==> src/rtl/cordic_sched_pkg.sv <==
// Shared types for the cordic scheduler: channel IDs, request masks and the
// round-robin scan used to pick which channel feeds the core next.
package cordic_sched_pkg;
  localparam int NREQ_MAX = 8;
  localparam int CH_ID_W  = $clog2(NREQ_MAX);

  typedef logic [CH_ID_W-1:0]  ch_id_t;
  typedef logic [NREQ_MAX-1:0] ch_mask_t;

  typedef struct packed {
    logic   valid;
    ch_id_t id;
  } grant_t;

  // First requesting channel at or above ptr, wrapping from nreq-1 back to 0.
  function automatic grant_t rr_scan(input ch_mask_t req, input ch_id_t ptr, input int nreq);
    grant_t g;
    int     idx;
    g = '0;
    for (int k = 0; k < NREQ_MAX; k++) begin
      idx = int'(ptr) + k;
      if (idx >= nreq) idx = idx - nreq;
      if (k < nreq && !g.valid && req[idx[CH_ID_W-1:0]]) begin
        g.valid = 1'b1;
        g.id    = idx[CH_ID_W-1:0];
      end
    end
    return g;
  endfunction

  function automatic ch_id_t rr_next(input ch_id_t id, input int nreq);
    return (int'(id) == nreq - 1) ? '0 : id + 1'b1;
  endfunction
endpackage

==> src/rtl/cordic_sched_if.sv <==
// Channel-side and core-side FIFO handshakes of the cordic scheduler.
// master = scheduler, slave = requester channels plus the shared core.
interface cordic_sched_if #(parameter int NREQ = 2);
  logic [NREQ-1:0]    ch_in_rd_en;
  logic [NREQ-1:0]    ch_in_empty;
  logic [NREQ*32-1:0] ch_in_dout;
  logic [NREQ-1:0]    ch_sin_wr_en;
  logic [NREQ-1:0]    ch_sin_full;
  logic [NREQ-1:0]    ch_cos_wr_en;
  logic [NREQ-1:0]    ch_cos_full;
  logic [15:0]        ch_sin_din;
  logic [15:0]        ch_cos_din;
  logic               core_in_rd_en;
  logic               core_in_empty;
  logic [31:0]        core_in_dout;
  logic               core_sin_wr_en;
  logic [15:0]        core_sin_din;
  logic               core_sin_full;
  logic               core_cos_wr_en;
  logic [15:0]        core_cos_din;
  logic               core_cos_full;

  modport master (
    output ch_in_rd_en, ch_sin_wr_en, ch_cos_wr_en, ch_sin_din, ch_cos_din,
    output core_in_empty, core_in_dout, core_sin_full, core_cos_full,
    input  ch_in_empty, ch_in_dout, ch_sin_full, ch_cos_full,
    input  core_in_rd_en, core_sin_wr_en, core_sin_din, core_cos_wr_en, core_cos_din
  );

  modport slave (
    input  ch_in_rd_en, ch_sin_wr_en, ch_cos_wr_en, ch_sin_din, ch_cos_din,
    input  core_in_empty, core_in_dout, core_sin_full, core_cos_full,
    output ch_in_empty, ch_in_dout, ch_sin_full, ch_cos_full,
    output core_in_rd_en, core_sin_wr_en, core_sin_din, core_cos_wr_en, core_cos_din
  );
endinterface

==> src/rtl/cordic_tag_fifo.sv <==
// In-order queue of channel IDs for samples currently inside the core.
// Pointers wrap naturally at DEPTH; count is one bit wider to tell full from empty.
module cordic_tag_fifo
  import cordic_sched_pkg::*;
#(
  parameter int DEPTH = 32
) (
  input  logic                   clock,
  input  logic                   reset_n,
  input  logic                   i_push,
  input  ch_id_t                 i_data,
  input  logic                   i_pop,
  output ch_id_t                 o_head,
  output logic                   o_full,
  output logic                   o_empty,
  output logic [$clog2(DEPTH):0] o_count
);
  localparam int AW = $clog2(DEPTH);

  ch_id_t        r_mem [DEPTH];
  logic [AW-1:0] r_wr_ptr;
  logic [AW-1:0] r_rd_ptr;
  logic [AW:0]   r_count;
  logic          w_do_push;
  logic          w_do_pop;

  assign o_full    = (r_count == (AW+1)'(DEPTH));
  assign o_empty   = (r_count == '0);
  assign o_count   = r_count;
  assign o_head    = r_mem[r_rd_ptr];
  assign w_do_push = i_push & ~o_full;
  assign w_do_pop  = i_pop & ~o_empty;

  always_ff @(posedge clock) begin
    if (w_do_push) r_mem[r_wr_ptr] <= i_data;
  end

  always_ff @(posedge clock) begin
    if (!reset_n) begin
      r_wr_ptr <= '0;
      r_rd_ptr <= '0;
      r_count  <= '0;
    end else begin
      if (w_do_push) r_wr_ptr <= r_wr_ptr + 1'b1;
      if (w_do_pop)  r_rd_ptr <= r_rd_ptr + 1'b1;
      case ({w_do_push, w_do_pop})
        2'b10:   r_count <= r_count + 1'b1;
        2'b01:   r_count <= r_count - 1'b1;
        default: r_count <= r_count;
      endcase
    end
  end
endmodule

==> src/rtl/cordic_sched.sv <==
// Round-robin scheduler sharing one pipelined cordic core between NREQ channels,
// with a tag queue steering each result back to the channel that issued it.
module cordic_sched
  import cordic_sched_pkg::*;
#(
  parameter int NREQ      = 2,
  parameter int TAG_DEPTH = 32
) (
  input  logic           clock,
  input  logic           reset_n,
  cordic_sched_if.master bus,
  output logic           err
);
  localparam int CNT_W = $clog2(TAG_DEPTH) + 1;

  ch_id_t           r_rr;
  logic             r_err;
  ch_mask_t         w_req;
  grant_t           w_grant;
  logic             w_push;
  logic             w_pop;
  logic             w_tag_full;
  logic             w_tag_empty;
  ch_id_t           w_head;
  logic [CNT_W-1:0] w_tag_count;
  logic [31:0]      w_dout;
  logic [NREQ-1:0]  w_rd_en;
  logic [NREQ-1:0]  w_sin_wr;
  logic [NREQ-1:0]  w_cos_wr;
  logic             w_head_sin_full;
  logic             w_head_cos_full;

  always_comb begin
    w_req             = '0;
    w_req[NREQ-1:0]   = ~bus.ch_in_empty;
    w_grant           = rr_scan(w_req, r_rr, NREQ);
  end

  // Full is taken from the registered count only: a pop in the same cycle does not free a slot.
  assign bus.core_in_empty = ~w_grant.valid | w_tag_full;
  assign w_push            = bus.core_in_rd_en & ~bus.core_in_empty;
  assign w_pop             = bus.core_sin_wr_en & bus.core_cos_wr_en & ~w_tag_empty;

  always_comb begin
    w_dout          = '0;
    w_rd_en         = '0;
    w_sin_wr        = '0;
    w_cos_wr        = '0;
    w_head_sin_full = 1'b0;
    w_head_cos_full = 1'b0;
    for (int i = 0; i < NREQ; i++) begin
      if (w_grant.id == ch_id_t'(i)) begin
        w_dout     = bus.ch_in_dout[32*i +: 32];
        w_rd_en[i] = w_push;
      end
      if (w_head == ch_id_t'(i)) begin
        w_head_sin_full = bus.ch_sin_full[i];
        w_head_cos_full = bus.ch_cos_full[i];
        w_sin_wr[i]     = bus.core_sin_wr_en & ~w_tag_empty;
        w_cos_wr[i]     = bus.core_cos_wr_en & ~w_tag_empty;
      end
    end
  end

  assign bus.core_in_dout  = w_dout;
  assign bus.ch_in_rd_en   = w_rd_en;
  assign bus.ch_sin_wr_en  = w_sin_wr;
  assign bus.ch_cos_wr_en  = w_cos_wr;
  assign bus.ch_sin_din    = bus.core_sin_din;
  assign bus.ch_cos_din    = bus.core_cos_din;
  assign bus.core_sin_full = w_head_sin_full | w_tag_empty;
  assign bus.core_cos_full = w_head_cos_full | w_tag_empty;

  cordic_tag_fifo #(.DEPTH(TAG_DEPTH)) u_tags (
    .clock   (clock),
    .reset_n (reset_n),
    .i_push  (w_push),
    .i_data  (w_grant.id),
    .i_pop   (w_pop),
    .o_head  (w_head),
    .o_full  (w_tag_full),
    .o_empty (w_tag_empty),
    .o_count (w_tag_count)
  );

  always_ff @(posedge clock) begin
    if (!reset_n) begin
      r_rr  <= '0;
      r_err <= 1'b0;
    end else begin
      if (w_push) r_rr <= rr_next(w_grant.id, NREQ);
      if ((bus.core_sin_wr_en != bus.core_cos_wr_en) ||
          ((bus.core_sin_wr_en | bus.core_cos_wr_en) && w_tag_empty) ||
          (bus.core_in_rd_en && (w_tag_count == CNT_W'(TAG_DEPTH))))
        r_err <= 1'b1;
    end
  end

  assign err = r_err;
endmodule
==> src/flat_wrapper.sv <==
// flat-port wrapper written by rule: the top's interface ports become plain ports
module cordic_sched_flat import cordic_sched_pkg::*;
#(
  parameter int NREQ      = 2,
  parameter int TAG_DEPTH = 32
)
  (clock, reset_n, err, bus_ch_in_rd_en, bus_ch_sin_wr_en, bus_ch_cos_wr_en, bus_ch_sin_din, bus_ch_cos_din, bus_core_in_empty, bus_core_in_dout, bus_core_sin_full, bus_core_cos_full, bus_ch_in_empty, bus_ch_in_dout, bus_ch_sin_full, bus_ch_cos_full, bus_core_in_rd_en, bus_core_sin_wr_en, bus_core_sin_din, bus_core_cos_wr_en, bus_core_cos_din);
  cordic_sched_if #(.NREQ(NREQ)) bus_i ();
  input  logic clock;
  input  logic reset_n;
  output logic err;
  output wire logic [$bits(bus_i.ch_in_rd_en)-1:0] bus_ch_in_rd_en;
  output wire logic [$bits(bus_i.ch_sin_wr_en)-1:0] bus_ch_sin_wr_en;
  output wire logic [$bits(bus_i.ch_cos_wr_en)-1:0] bus_ch_cos_wr_en;
  output wire logic [$bits(bus_i.ch_sin_din)-1:0] bus_ch_sin_din;
  output wire logic [$bits(bus_i.ch_cos_din)-1:0] bus_ch_cos_din;
  output wire logic [$bits(bus_i.core_in_empty)-1:0] bus_core_in_empty;
  output wire logic [$bits(bus_i.core_in_dout)-1:0] bus_core_in_dout;
  output wire logic [$bits(bus_i.core_sin_full)-1:0] bus_core_sin_full;
  output wire logic [$bits(bus_i.core_cos_full)-1:0] bus_core_cos_full;
  input wire logic [$bits(bus_i.ch_in_empty)-1:0] bus_ch_in_empty;
  input wire logic [$bits(bus_i.ch_in_dout)-1:0] bus_ch_in_dout;
  input wire logic [$bits(bus_i.ch_sin_full)-1:0] bus_ch_sin_full;
  input wire logic [$bits(bus_i.ch_cos_full)-1:0] bus_ch_cos_full;
  input wire logic [$bits(bus_i.core_in_rd_en)-1:0] bus_core_in_rd_en;
  input wire logic [$bits(bus_i.core_sin_wr_en)-1:0] bus_core_sin_wr_en;
  input wire logic [$bits(bus_i.core_sin_din)-1:0] bus_core_sin_din;
  input wire logic [$bits(bus_i.core_cos_wr_en)-1:0] bus_core_cos_wr_en;
  input wire logic [$bits(bus_i.core_cos_din)-1:0] bus_core_cos_din;
  assign bus_ch_in_rd_en = bus_i.ch_in_rd_en;
  assign bus_ch_sin_wr_en = bus_i.ch_sin_wr_en;
  assign bus_ch_cos_wr_en = bus_i.ch_cos_wr_en;
  assign bus_ch_sin_din = bus_i.ch_sin_din;
  assign bus_ch_cos_din = bus_i.ch_cos_din;
  assign bus_core_in_empty = bus_i.core_in_empty;
  assign bus_core_in_dout = bus_i.core_in_dout;
  assign bus_core_sin_full = bus_i.core_sin_full;
  assign bus_core_cos_full = bus_i.core_cos_full;
  assign bus_i.ch_in_empty = bus_ch_in_empty;
  assign bus_i.ch_in_dout = bus_ch_in_dout;
  assign bus_i.ch_sin_full = bus_ch_sin_full;
  assign bus_i.ch_cos_full = bus_ch_cos_full;
  assign bus_i.core_in_rd_en = bus_core_in_rd_en;
  assign bus_i.core_sin_wr_en = bus_core_sin_wr_en;
  assign bus_i.core_sin_din = bus_core_sin_din;
  assign bus_i.core_cos_wr_en = bus_core_cos_wr_en;
  assign bus_i.core_cos_din = bus_core_cos_din;
  cordic_sched #(.NREQ(NREQ), .TAG_DEPTH(TAG_DEPTH)) u_core (.clock(clock), .reset_n(reset_n), .bus(bus_i), .err(err));
endmodule
==> config.mk <==
export PLATFORM = sky130hd
export DESIGN_NAME = cordic_sched_flat
export DESIGN_NICKNAME = d
export VERILOG_FILES = /design/src/rtl/cordic_sched_pkg.sv /design/src/rtl/cordic_sched_if.sv /design/src/rtl/cordic_tag_fifo.sv /design/src/rtl/cordic_sched.sv /design/src/flat_wrapper.sv
export SDC_FILE = /design/constraint.sdc
export NUM_CORES = 1
export LEC_CHECK = 0
export ABC_AREA = 1
export CORE_ASPECT_RATIO = 1.4
export CORE_UTILIZATION = 48
export CTS_CLUSTER_SIZE = 20
export DETAILED_ROUTE_END_ITERATION = 12
export GPL_ROUTABILITY_DRIVEN = 0
export GPL_TIMING_DRIVEN = 0
export PLACE_DENSITY = 0.81
export REMOVE_ABC_BUFFERS = 1
export SLEW_MARGIN = 20
export SYNTH_ARGS = -nofsm -noshare
export SYNTH_HDL_FRONTEND = slang
export SYNTH_SLANG_ARGS = --single-unit
==> constraint.sdc <==
create_clock -name clock -period 4 [get_ports clock]
set_input_delay 0.8 -clock clock [delete_from_list [all_inputs] [get_ports clock]]
set_output_delay 0.8 -clock clock [all_outputs]
set_load 0.01 [all_outputs]
# After elaboration in Yosys (flattened, before gate mapping)
# Memories as Yosys holds them, arrays and structs flattened. A register that Yosys moved wholly into a read port is not among the register bits.
# Cells that the tools add are included.
op_classes:
  addsub: 8
  n_lt_le_gt_ge: 4
  n_eq_ne: 7
  n_mux: 26
  n_bitwise: 16
  reduce_logical: 10
op_table:
  columns: ["operator", "n"]
  rows:
  - ["32-bit 2-to-1 mux", 2]
  - ["1-bit 2-to-1 mux", 14]
  - ["6-bit one-hot mux with 2 select lines", 1]
  - ["5-bit by 1-bit adder with 5-bit output, second input constant", 2]
  - ["5-bit 2-to-1 mux", 2]
  - ["3-bit 2-to-1 mux", 3]
  - ["3-bit by 4-bit less-than comparator with 1-bit output, second input constant", 2]
  - ["4-bit 2-to-1 mux", 2]
  - ["1-bit bitwise AND", 7]
  - ["6-bit by 1-bit adder with 6-bit output, second input constant", 1]
  - ["1-bit binary-select mux with 3-bit select", 2]
  - ["3-bit by 1-bit equality test with 1-bit output, second input constant", 2]
  - ["6-bit equality test, second input constant", 1]
  - ["3-bit logical NOT", 2]
  - ["6-bit logical NOT", 1]
  - ["6-bit by 1-bit subtractor with 6-bit output, second input constant", 1]
  - ["3-bit by 1-bit adder with 4-bit output, second input constant", 1]
  - ["4-bit by 2-bit greater-or-equal comparator with 1-bit output, second input constant", 1]
  - ["1-bit inverter", 4]
  - ["1-bit bitwise OR", 4]
  - ["3-bit by 1-bit adder with 3-bit output, second input constant", 1]
  - ["3-bit by 2-bit equality test with 1-bit output, second input constant", 1]
  - ["3-bit by 2-bit greater-or-equal comparator with 1-bit output, second input constant", 1]
  - ["1-bit logical AND", 3]
  - ["9 further kinds", 10]
totals:
  reg_bits: 20
  mem_bits_rw: 96
  input_bits: 107
  word_cells: 77
  mem_count: 1
memory_table:
  columns: ["name", "words", "word_bits", "rd", "rd_clocked_by_memory_dff", "wr", "line_no", "rtl"]
  rows:
  - ["u_core.u_tags.r_mem", 32, 3, 1, 1, 1, "cordic_tag_fifo.sv:20", "ch_id_t r_mem [DEPTH];"]

# Depth between registers and ports, before layout
# Gate-level depths: netlist (run 1).
logic_depth:
  depth_word: 15
  depth_mapped: 21
  depth_no_buf: 19

# Cells and area by module
# Synthesis (run 1) repeated with hierarchy kept, for this count alone.
hier_totals:
  cells_unflattened: 750
  hier_area_um2: 6427.4
by_module_without_submodules:
  columns: ["mod", "n_inst", "cells_each", "area_each_um2"]
  rows:
  - ["cordic_tag_fifo", 1, 523, 5195.0]
  - ["cordic_sched", 1, 227, 1232.4]

# Worst setup path after synthesis (run 1)
# OpenSTA, ideal clock, no wires.
synth_timing:
  path_type: "in2reg"
  from: "in bus_ch_in_empty[1]"
  to: "reg u_core.u_tags.r_count[4] (netlist: u_core.u_tags.o_count[4])"
  setup_ps: 115
  arrival_ps: 2758
  required_ps: 3885
  path_slack_ps: 1127
  path_stages: 18
  cell_sequence: "inv_1 o21ai_0 nor3_1 inv_1 nand2_2 nand3_4 buf_6 ha_1 clkbuf_2 xor2_1 ha_1 inv_1 nand2_1 nand2_1 o21ai_0 xnor2_1 o21ai_0 inv_1"
synth_via:
  elab_chain_cells: 14
  word_cells_on_any_way: 18
  classes_between: "eq/ne (2); mux (7); bitwise (6); reduce/logical (3)"
synth_lines:
  columns: ["item", "line_no", "rtl"]
  rows:
  - ["start, declared", "flat_wrapper.sv:21", "input wire logic [$bits(bus_i.ch_in_empty)-1:0] bus_ch_in_empty;"]
  - ["2-bit inverter *", "cordic_sched.sv:35", "w_req[NREQ-1:0] = ~bus.ch_in_empty;"]
  - ["1-bit binary-select mux with 3-bit select", "cordic_sched_pkg.sv:23", "if (k < nreq && !g.valid && req[idx[CH_ID_W-1:0]]) begin"]
  - ["1-bit 2-to-1 mux (implied by the code)", "cordic_sched_pkg.sv:23", null]
  - ["4-bit 2-to-1 mux", "cordic_sched_pkg.sv:23", null]
  - ["1-bit logical NOT", "cordic_sched_pkg.sv:23", null]
  - ["1-bit logical AND", "cordic_sched_pkg.sv:23", null]
  - ["4-bit 2-to-1 mux *", "cordic_sched_pkg.sv:23", null]
  - ["1-bit inverter *", "cordic_sched.sv:40", "assign bus.core_in_empty = ~w_grant.valid | w_tag_full;"]
  - ["1-bit bitwise OR *", "cordic_sched.sv:40", null]
  - ["1-bit inverter *", "cordic_sched.sv:41", "assign w_push = bus.core_in_rd_en & ~bus.core_in_empty;"]
  - ["1-bit bitwise AND *", "cordic_sched.sv:41", null]
  - ["1-bit bitwise AND *", "cordic_tag_fifo.sv:31", "assign w_do_push = i_push & ~o_full;"]
  - ["2-bit by 1-bit equality test with 1-bit output / 2-bit equality test (equally long branches)", "cordic_tag_fifo.sv:46", "case ({w_do_push, w_do_pop})"]
  - ["6-bit one-hot mux with 2 select lines / 2-bit nonzero test (equally long branches)", null, null]
  - ["end signal, assigned", "cordic_tag_fifo.sv:47", "2'b10: r_count <= r_count + 1'b1;"]
  - ["end signal, assigned", "cordic_tag_fifo.sv:48", "2'b01: r_count <= r_count - 1'b1;"]
  - ["end signal, assigned", "cordic_tag_fifo.sv:49", "default: r_count <= r_count;"]
  - ["end, declared", "cordic_tag_fifo.sv:23", "logic [AW:0] r_count;"]
# Every way passes the cells marked *; elsewhere a longest branch is shown, timed or not. The select of a mux whose other input is x is not followed.
# A chain may end at the register's enable or synchronous reset.

# Final worst setup path (run 1)
layout_timing:
  from: "in bus_ch_in_empty[0]"
  to: "out bus_ch_in_rd_en[1]"
layout_via:
  elab_chain_cells: 12
  word_cells_on_any_way: 15
  classes_between: "eq/ne (1); mux (7); bitwise (5); reduce/logical (2)"
layout_lines:
  columns: ["item", "line_no", "rtl"]
  rows:
  - ["2-bit inverter *", "cordic_sched.sv:35", null]
  - ["1-bit binary-select mux with 3-bit select", "cordic_sched_pkg.sv:23", null]
  - ["1-bit 2-to-1 mux (implied by the code)", "cordic_sched_pkg.sv:23", null]
  - ["4-bit 2-to-1 mux", "cordic_sched_pkg.sv:23", null]
  - ["1-bit logical NOT", "cordic_sched_pkg.sv:23", null]
  - ["1-bit logical AND", "cordic_sched_pkg.sv:23", null]
  - ["4-bit 2-to-1 mux *", "cordic_sched_pkg.sv:23", null]
  - ["1-bit inverter", "cordic_sched.sv:40", null]
  - ["1-bit bitwise OR", "cordic_sched.sv:40", null]
  - ["1-bit inverter", "cordic_sched.sv:41", null]
  - ["1-bit bitwise AND", "cordic_sched.sv:41", null]
  - ["1-bit 2-to-1 mux *", "cordic_sched.sv:52", "if (w_grant.id == ch_id_t'(i)) begin"]
  - ["end, declared", "flat_wrapper.sv:12", "output wire logic [$bits(bus_i.ch_in_rd_en)-1:0] bus_ch_in_rd_en;"]
# Marks and branches as above.

==> results of run 1 <==
[area by class of cell]
| type | count | area, um2 | share of cell area |
|---|---|---|---|
| Timing Repair Buffer | 121 | 1210 | 0.150 |
| Multi-Input combinational cell | 531 | 2440 | 0.302 |
| Clock inverter | 7 | 36.3 | 0.00448 |
| Clock buffer | 25 | 528 | 0.0653 |
| Sequential cell | 121 | 3390 | 0.419 |
| Tap cell | 150 | 188 | 0.0232 |
| Inverter | 73 | 295 | 0.0365 |
[power breakdown]
| part | internal (W) | switching [W] | leakage (nW) | total, W |
|---|---|---|---|---|
| sequential | 0.00143 | 0.0000617 | 1.07 | 0.00149 |
| clock | 0.000907 | 0.000508 | 0.287 | 0.00142 |
| combinational | 0.000443 | 0.000576 | 2.15 | 0.00102 |
| total | 0.00278 | 0.00115 | 3.51 | 0.00392 |
[placed cells by master (no fill, tap or decap), types with 7 or more instances in the layout]
master,n
edfxtp_1,96
nand3_1,69
xor2_1,7
nor2_1,77
conb_1,64
inv_1,67
clkdlybuf4s50_1,116
ha_1,15
clkbuf_16,19
nand2_1,232
dfxtp_1,21
a21oi_1,15
o21ai_0,18
[cells by family after synthesis]
| kind of cell | after synthesis | synth area share |
|---|---|---|
| AO/OA/AOI/OAI | 40 | 0.0357 |
| XOR/XNOR | 9 | 0.0127 |
| adder cells (fa/ha/maj) | 15 | 0.0303 |
| buffers and inverters | 128 | 0.107 |
| flip-flops | 121 | 0.546 |
| other | 1 | 0.000605 |
| AND/OR/NAND/NOR | 401 | 0.268 |
[metal layers]
| metal | wire length, um | up-vias |
|---|---|---|
| met5 | 50 | - |
| met2 | 7850 | 228 |
| met1 | 5480 | 2321 |
| met4 | 459 | 2 |
| met3 | 1240 | 39 |
| li1 | - | 2515 |
[what timing repair did]
| item | CTS | global route |
|---|---|---|
| resized for setup | 5 | 10 |
| setup buffers | 0 | 4 |
| pin swaps | 0 | 2 |
| endpoints found under the setup margin | 34 | 39 |
| cloned | 0 | 2 |
[sequential cells by signal, summed over array words and instances, names as in the netlist, named ones only]
register	cells
u_core.u_tags.r_rd_ptr	5
u_core.u_tags.o_count	6
u_core.u_tags.r_wr_ptr	5
u_core.u_tags.r_mem	96
u_core.r_rr	3
u_core.err	1
[through the flow]
step,TNS [ns],utilization,area (um2)
final,0,0.651,8090
after global placement,-24.56,0.595,7400
after floorplan,0,-,6050
after CTS,0,0.644,8010
after detailed placement,-23.54,0.597,7420
after global routing,0,0.651,8090
[critical path, cell delays in order]
cell	delay, ns
clkdlybuf4s50_1	0.41
nand2_1	0.06
o21ai_0	0.09
nor3_1	0.32
nand3_2	0.27
nand2_8	0.19
clkinv_8	0.13
nor2_1	0.18
clkdlybuf4s50_1	0.58
[worst paths after layout]
| kind | cells after the start | from | endpoint |
|---|---|---|---|
| worst max-delay path | 9 | bus_ch_in_empty[0] | bus_ch_in_rd_en[1] |
| worst min register to register | 2 | u_core.err | u_core.err |
| worst min-delay path | 2 | u_core.err | u_core.err |
| worst max register to register | 18 | u_core.r_rr[0] | u_core.u_tags.o_count[4] |
==> tab_implementation.tex, run 1 <==
\begin{tabular}{lr}
\hline
Metric & Value \\
\hline
\multicolumn{2}{l}{\textbf{Floorplan}} \\
I/O pin count & 181 \\
Initial cell density of the core & 0.499 \\
Core area & 12400 um2 \\
Horiz. Die Dim & 98.0 um \\
Die Footprint & 13400 um2 \\
Number of placement rows & 48 \\
Die span in y & 136 um \\
\multicolumn{2}{l}{\textbf{Global route}} \\
Routing usage on met2 & 0.420 \\
Global routing usage summed across all routing layers & 0.238 \\
GRT overflow & 0 \\
Global routing usage on met3 & 0.0961 \\
Global route hottest layer & met2 \\
Number of global-route vias before repair & 5213 \\
Met1 usage & 0.238 \\
Wire length of the first global-routing pass & 24.0 mm \\
Antenna violations before repair & 0 \\
Largest net degree at the start of global routing & 67 \\
\multicolumn{2}{l}{\textbf{Synthesis}} \\
Share of synthesized area occupied by flip-flops and latches & 0.546 \\
Synthesis Warnings & 0 \\
Count of state elements after synthesis & 121 \\
Top-count cell post-synth & nand2\_1 \\
Most used flip-flop cell after synthesis & edfxtp\_1 \\
Count of mapped cells out of synthesis & 715 \\
Average size of a mapped cell & 8.67 um2 \\
Top cell types by occurrence after synthesis & nand2\_1 (232), edfxtp\_1 (96), nor2\_1 (77) \\
Number of enable-type register cells in the synthesized netlist & 96 \\
Netlist area before placement & 6200 um2 \\
Asr flop ratio synth & 0 \\
Library cell with the largest summed area after synthesis & edfxtp\_1 \\
Synth top area cells & edfxtp\_1 (47\%), nand2\_1 (14\%), dfxtp\_1 (8.1\%) \\
Fraction of synthesized cell area taken by the top area cell type & 0.465 \\
Distinct cells, synth & 35 \\
\multicolumn{2}{l}{\textbf{Timing}} \\
Hold Worst Slack & 0.468 ns \\
FMAX & 259 MHz \\
Hold violation count in the final report & 0 \\
Post-route fraction of the period consumed by the critical path & 0.964 \\
Number of setup violations in the final report & 0 \\
Worst-case setup margin in the final layout & 0.145 ns \\
Rel. slew slack & 0.621 \\
RSZ-0062 raised after global routing & false \\
Min Clock Period, post-route & 3.85 ns \\
Worst clock skew on the final layout & 0.00717 ns \\
Slew Limit Fails & 0 \\
Transition time of the tightest slew-check pin & 0.564 ns \\
\multicolumn{2}{l}{\textbf{Pwr}} \\
Total power & 0.00392 W \\
P per Cell Area & 485 nW/um2 \\
IR Drop Worst-Case VDD & 0.000343 V \\
Leakage power summed over all cells & 3.51 nW \\
\multicolumn{2}{l}{\textbf{Clock tree}} \\
TritonCTS Sinks & 121 \\
Clock Pin Slew Worst Setup and Hold Paths & 0.05 ns \\
CTS H-Tree Depth & 4 \\
CTS tree & built \\
Hold-fix buffers at CTS & 0 \\
Number of buffers added by the clock tree synthesis step & 17 \\
Clk Tree Root Cell & clkbuf\_16 \\
Latest clock arrival within the worst-skew pair & 0.41 ns \\
Longest Clk Path Bufs & 2 \\
\multicolumn{2}{l}{\textbf{Critical path}} \\
Critical Path RT & 3.20 ns \\
Critical setup path kind & in2out \\
Crit path arrival time & 3.05 ns \\
Critical Path Source Type & input pin \\
Capturing element type of the critical path & output pin \\
Crit-path max FO & 33 \\
Register-to-Register Setup Slack & 0.72 ns \\
\multicolumn{2}{l}{\textbf{Cells and area}} \\
Share of final-layout standard cells stronger than drive strength 1 & 0.0706 \\
Non-filler instance count after layout & 1028 \\
Number of fill cells in the layout & 979 \\
Area growth from synthesis to layout & 30.5\% \\
Final net count & 987 \\
Diodes inserted & 0 \\
\multicolumn{2}{l}{\textbf{Status}} \\
Run status & completed \\
\multicolumn{2}{l}{\textbf{Placement}} \\
Dpl cells & 990 \\
Setup WS pre-CTS & -0.881 ns \\
DP HPWL & 10.0 mm \\
Number of port buffers & 116 \\
\multicolumn{2}{l}{\textbf{Detailed routing}} \\
First-pass iteration count of the detailed router & 5 \\
Average routed wire per standard cell & 14.7 um \\
Number of vias in the routed layout & 5105 \\
Initial detailed-routing violation count & 303 \\
Vias per Instance & 4.97 \\
Number of design rule violations left after detail routing & 0 \\
Count of nets left with antenna violations after detail routing & 0 \\
Aggregate routed wire length & 15.1 mm \\
\multicolumn{2}{l}{\textbf{Run}} \\
Max-cap violations & 0 \\
\multicolumn{2}{l}{\textbf{Hold path}} \\
Class of the tightest hold or removal check & reg2reg \\
\hline
\end{tabular}
No activity file was read; power rests on OpenSTA's default activity.
==> inputs of run 2 (changes only) <==
--- a/config.mk
+++ b/config.mk
@@ -6,6 +6,7 @@
 export NUM_CORES = 1
 export LEC_CHECK = 0
 export ABC_AREA = 1
+export CAP_MARGIN = 15
 export CORE_ASPECT_RATIO = 1.4
 export CORE_UTILIZATION = 48
 export CTS_CLUSTER_SIZE = 20
@@ -13,6 +14,7 @@
 export GPL_ROUTABILITY_DRIVEN = 0
 export GPL_TIMING_DRIVEN = 0
 export PLACE_DENSITY = 0.81
+export RECOVER_POWER = 50
 export REMOVE_ABC_BUFFERS = 1
 export SLEW_MARGIN = 20
 export SYNTH_ARGS = -nofsm -noshare
==> tab_implementation.tex, run 2 (synthesis gave the netlist of run 1 again) <==
\begin{tabular}{lr}
\hline
Metric & Value \\
\hline
\multicolumn{2}{l}{\textbf{Floorplan}} \\
Die span in y & 136 um (unchanged) \\
Die Footprint & 13400 um2 (unchanged) \\
Number of placement rows & 48 (unchanged) \\
I/O pin count & 181 (unchanged) \\
Initial cell density of the core & 0.499 (unchanged) \\
Horiz. Die Dim & 98.0 um (unchanged) \\
Core area & 12400 um2 (unchanged) \\
\multicolumn{2}{l}{\textbf{Detailed routing}} \\
First-pass iteration count of the detailed router & 5 (unchanged) \\
Vias per Instance & 4.99 (+0.41\%) \\
Average routed wire per standard cell & 14.7 um (+0.17\%) \\
Number of design rule violations left after detail routing & 0 (unchanged) \\
Number of vias in the routed layout & 5126 (+0.41\%) \\
Initial detailed-routing violation count & 303 (unchanged) \\
Aggregate routed wire length & 15.1 mm (+0.17\%) \\
Count of nets left with antenna violations after detail routing & 0 (unchanged) \\
\multicolumn{2}{l}{\textbf{Timing}} \\
Min Clock Period, post-route & 3.86 ns (+0.00231 ns) \\
Post-route fraction of the period consumed by the critical path & 0.964 (about the same) \\
Rel. slew slack & 0.637 (+0.0159) \\
Slew Limit Fails & 0 (unchanged) \\
Worst clock skew on the final layout & 0.00915 ns (+0.00198 ns) \\
RSZ-0062 raised after global routing & false \\
Number of setup violations in the final report & 0 (unchanged) \\
Hold Worst Slack & 0.462 ns (-0.00556 ns) \\
Transition time of the tightest slew-check pin & 0.540 ns (-0.0236 ns) \\
Hold violation count in the final report & 0 (unchanged) \\
Worst-case setup margin in the final layout & 0.143 ns (-0.00231 ns) \\
FMAX & 259 MHz (about the same) \\
\multicolumn{2}{l}{\textbf{Cells and area}} \\
Most frequent cells in the layout & nand2\_1 (233), clkdlybuf4s50\_1 (113), edfxtp\_1 (96), nor2\_1 (77), nand3\_1 (69) \\
Flip-flop count of the largest register, all copies and words added & 96 (unchanged) \\
Area growth from synthesis to layout & 30.5\% (about the same) \\
Final net count & 987 (unchanged) \\
Diodes inserted & 0 (unchanged) \\
Most common cell after layout, fill and taps aside & nand2\_1 \\
Most flop-heavy register & u\_core.u\_tags.r\_mem \\
Number of fill cells in the layout & 980 (+0.10\%) \\
Share of final-layout standard cells stronger than drive strength 1 & 0.0695 (-0.00114) \\
Final std cell area, no fill & 8090 um2 (about the same) \\
\multicolumn{2}{l}{\textbf{Clock tree}} \\
Number of buffers added by the clock tree synthesis step & 17 (unchanged) \\
Clk Tree Root Cell & clkbuf\_16 \\
Hold-fix buffers at CTS & 0 (unchanged) \\
CTS tree & built \\
TritonCTS Sinks & 121 (unchanged) \\
Clock Pin Slew Worst Setup and Hold Paths & 0.05 ns (about the same) \\
Latest clock arrival within the worst-skew pair & 0.41 ns (about the same) \\
Longest Clk Path Bufs & 2 (unchanged) \\
CTS H-Tree Depth & 4 (unchanged) \\
\multicolumn{2}{l}{\textbf{Status}} \\
Run status & completed \\
\multicolumn{2}{l}{\textbf{Hold path}} \\
Class of the tightest hold or removal check & reg2reg \\
\multicolumn{2}{l}{\textbf{Global route}} \\
Global routing usage summed across all routing layers & 0.238 (unchanged) \\
Antenna violations before repair & 0 (unchanged) \\
Number of global-route vias before repair & 5213 (unchanged) \\
Largest net degree at the start of global routing & 67 (unchanged) \\
GRT overflow & 0 (unchanged) \\
Wire length of the first global-routing pass & 24.0 mm (unchanged) \\
\multicolumn{2}{l}{\textbf{Placement}} \\
Post-detailed-placement cell area & 7420 um2 (unchanged) \\
Number of port buffers & 116 (unchanged) \\
DP HPWL & 10.0 mm (unchanged) \\
Setup WS pre-CTS & -0.881 ns (unchanged) \\
\multicolumn{2}{l}{\textbf{Critical path}} \\
Register-to-Register Setup Slack & 0.69 ns (-0.03 ns) \\
Critical setup path kind & in2out \\
Crit path arrival time & 3.06 ns (about the same) \\
Critical Path RT & 3.20 ns (about the same) \\
Number of cells traversed by the worst register-to-register path & 18 (unchanged) \\
Critical Path Source Type & input pin \\
Worst flop-to-flop path endpoint & u\_core.u\_tags.o\_count[4] \\
Capturing element type of the critical path & output pin \\
Capturing element of the worst setup path & bus\_ch\_in\_rd\_en[1] \\
Crit-path max FO & 33 (unchanged) \\
Source of the critical timing path & bus\_ch\_in\_empty[0] \\
Reg2reg start & u\_core.r\_rr[0] \\
\multicolumn{2}{l}{\textbf{Run}} \\
Max-cap violations & 0 (unchanged) \\
\multicolumn{2}{l}{\textbf{Pwr}} \\
Pint & 0.00277 W (about the same) \\
Net Sw Power & 0.00115 W (+0.18\%) \\
Sequential share of power & 0.379 (about the same) \\
IR Drop Worst-Case VDD & 0.000345 V (+0.56\%) \\
Comb power frac & 0.259 (about the same) \\
Total power & 0.00392 W (about the same) \\
P per Cell Area & 485 nW/um2 (about the same) \\
Leakage power summed over all cells & 3.51 nW (about the same) \\
Sw Share & 0.293 (+0.000481) \\
Clock network fraction of total power & 0.361 (about the same) \\
\hline
\end{tabular}
[run 2: cell count changes in the layout (fill, tap and decap cells not counted), sizes merged]
cell,delta
clkdlybuf4s50,-3
dlygate4sd3,+3
[run 2: worst min path at each step]
stage                              startpoint    endpoint  slack, ns  cells past startpoint
finish                             u_core.err  u_core.err       0.46                      2
global route                       u_core.err  u_core.err       0.50                      2
CTS                                u_core.err  u_core.err       0.47                      2
detailed placement                 u_core.err  u_core.err       0.46                      2
global placement                   u_core.err  u_core.err       0.46                      2
floorplan           u_core.u_tags.r_rd_ptr[0]    register       0.46                      1
[run 2: what timing repair did]
item	4_1_cts	5_1_grt
endpoints found under the hold margin	0	0
pin swaps	0	2
gates cloned	0	2
endpoints found under the setup margin	34	39
buffers inserted	0	4
resized for setup	5	10
[run 2: through the flow]
stage / util / TNS, ns / cells
4_1_cts: 0.644 / 0 / 1022
2_1_floorplan: - / 0 / 723
5_1_grt: 0.651 / 0 / 1028
3_3_place_gp: 0.595 / -24.56 / 989
3_5_place_dp: 0.597 / -23.54 / 990
6_report: 0.651 / 0 / 1028
[run 2: power by group through the flow]
stage	Combinational [W]	Sequential [W]	Clock (W)
2_1_floorplan	0.000530	0.00150	0
3_3_place_gp	0.000931	0.00152	0
3_5_place_dp	0.000968	0.00151	0
4_1_cts	0.000985	0.00149	0.00142
5_1_grt	0.00113	0.00149	0.00148
6_report	0.00102	0.00149	0.00142
[run 2: critical path, cell delays in order]
cell and delay [ns]:
clkdlybuf4s50_1 0.41, nand2_1 0.06, o21ai_0 0.09, nor3_1 0.32, nand3_2 0.27, nand2_8 0.19
clkinv_8 0.13, nor2_1 0.18, clkdlybuf4s50_1 0.58
[run 2: area by class of cell]
cell class                 count  area [um2]  area share
tap                          150         188      0.0232
clock inverter                 7        36.3     0.00449
inverter                      73         295      0.0365
multi-input combinational    531        2440       0.302
clock buffer                  25         528      0.0653
timing repair buffer         121        1210       0.150
sequential                   121        3390       0.419
[run 2: per-layer routing]
layer | share of wire | track usage
met1 | 0.36 | 0.238
met2 | 0.52 | 0.420
met3 | 0.085 | 0.0961
met4 | 0.028 | 0.119
met5 | 0.0033 | 0.0423
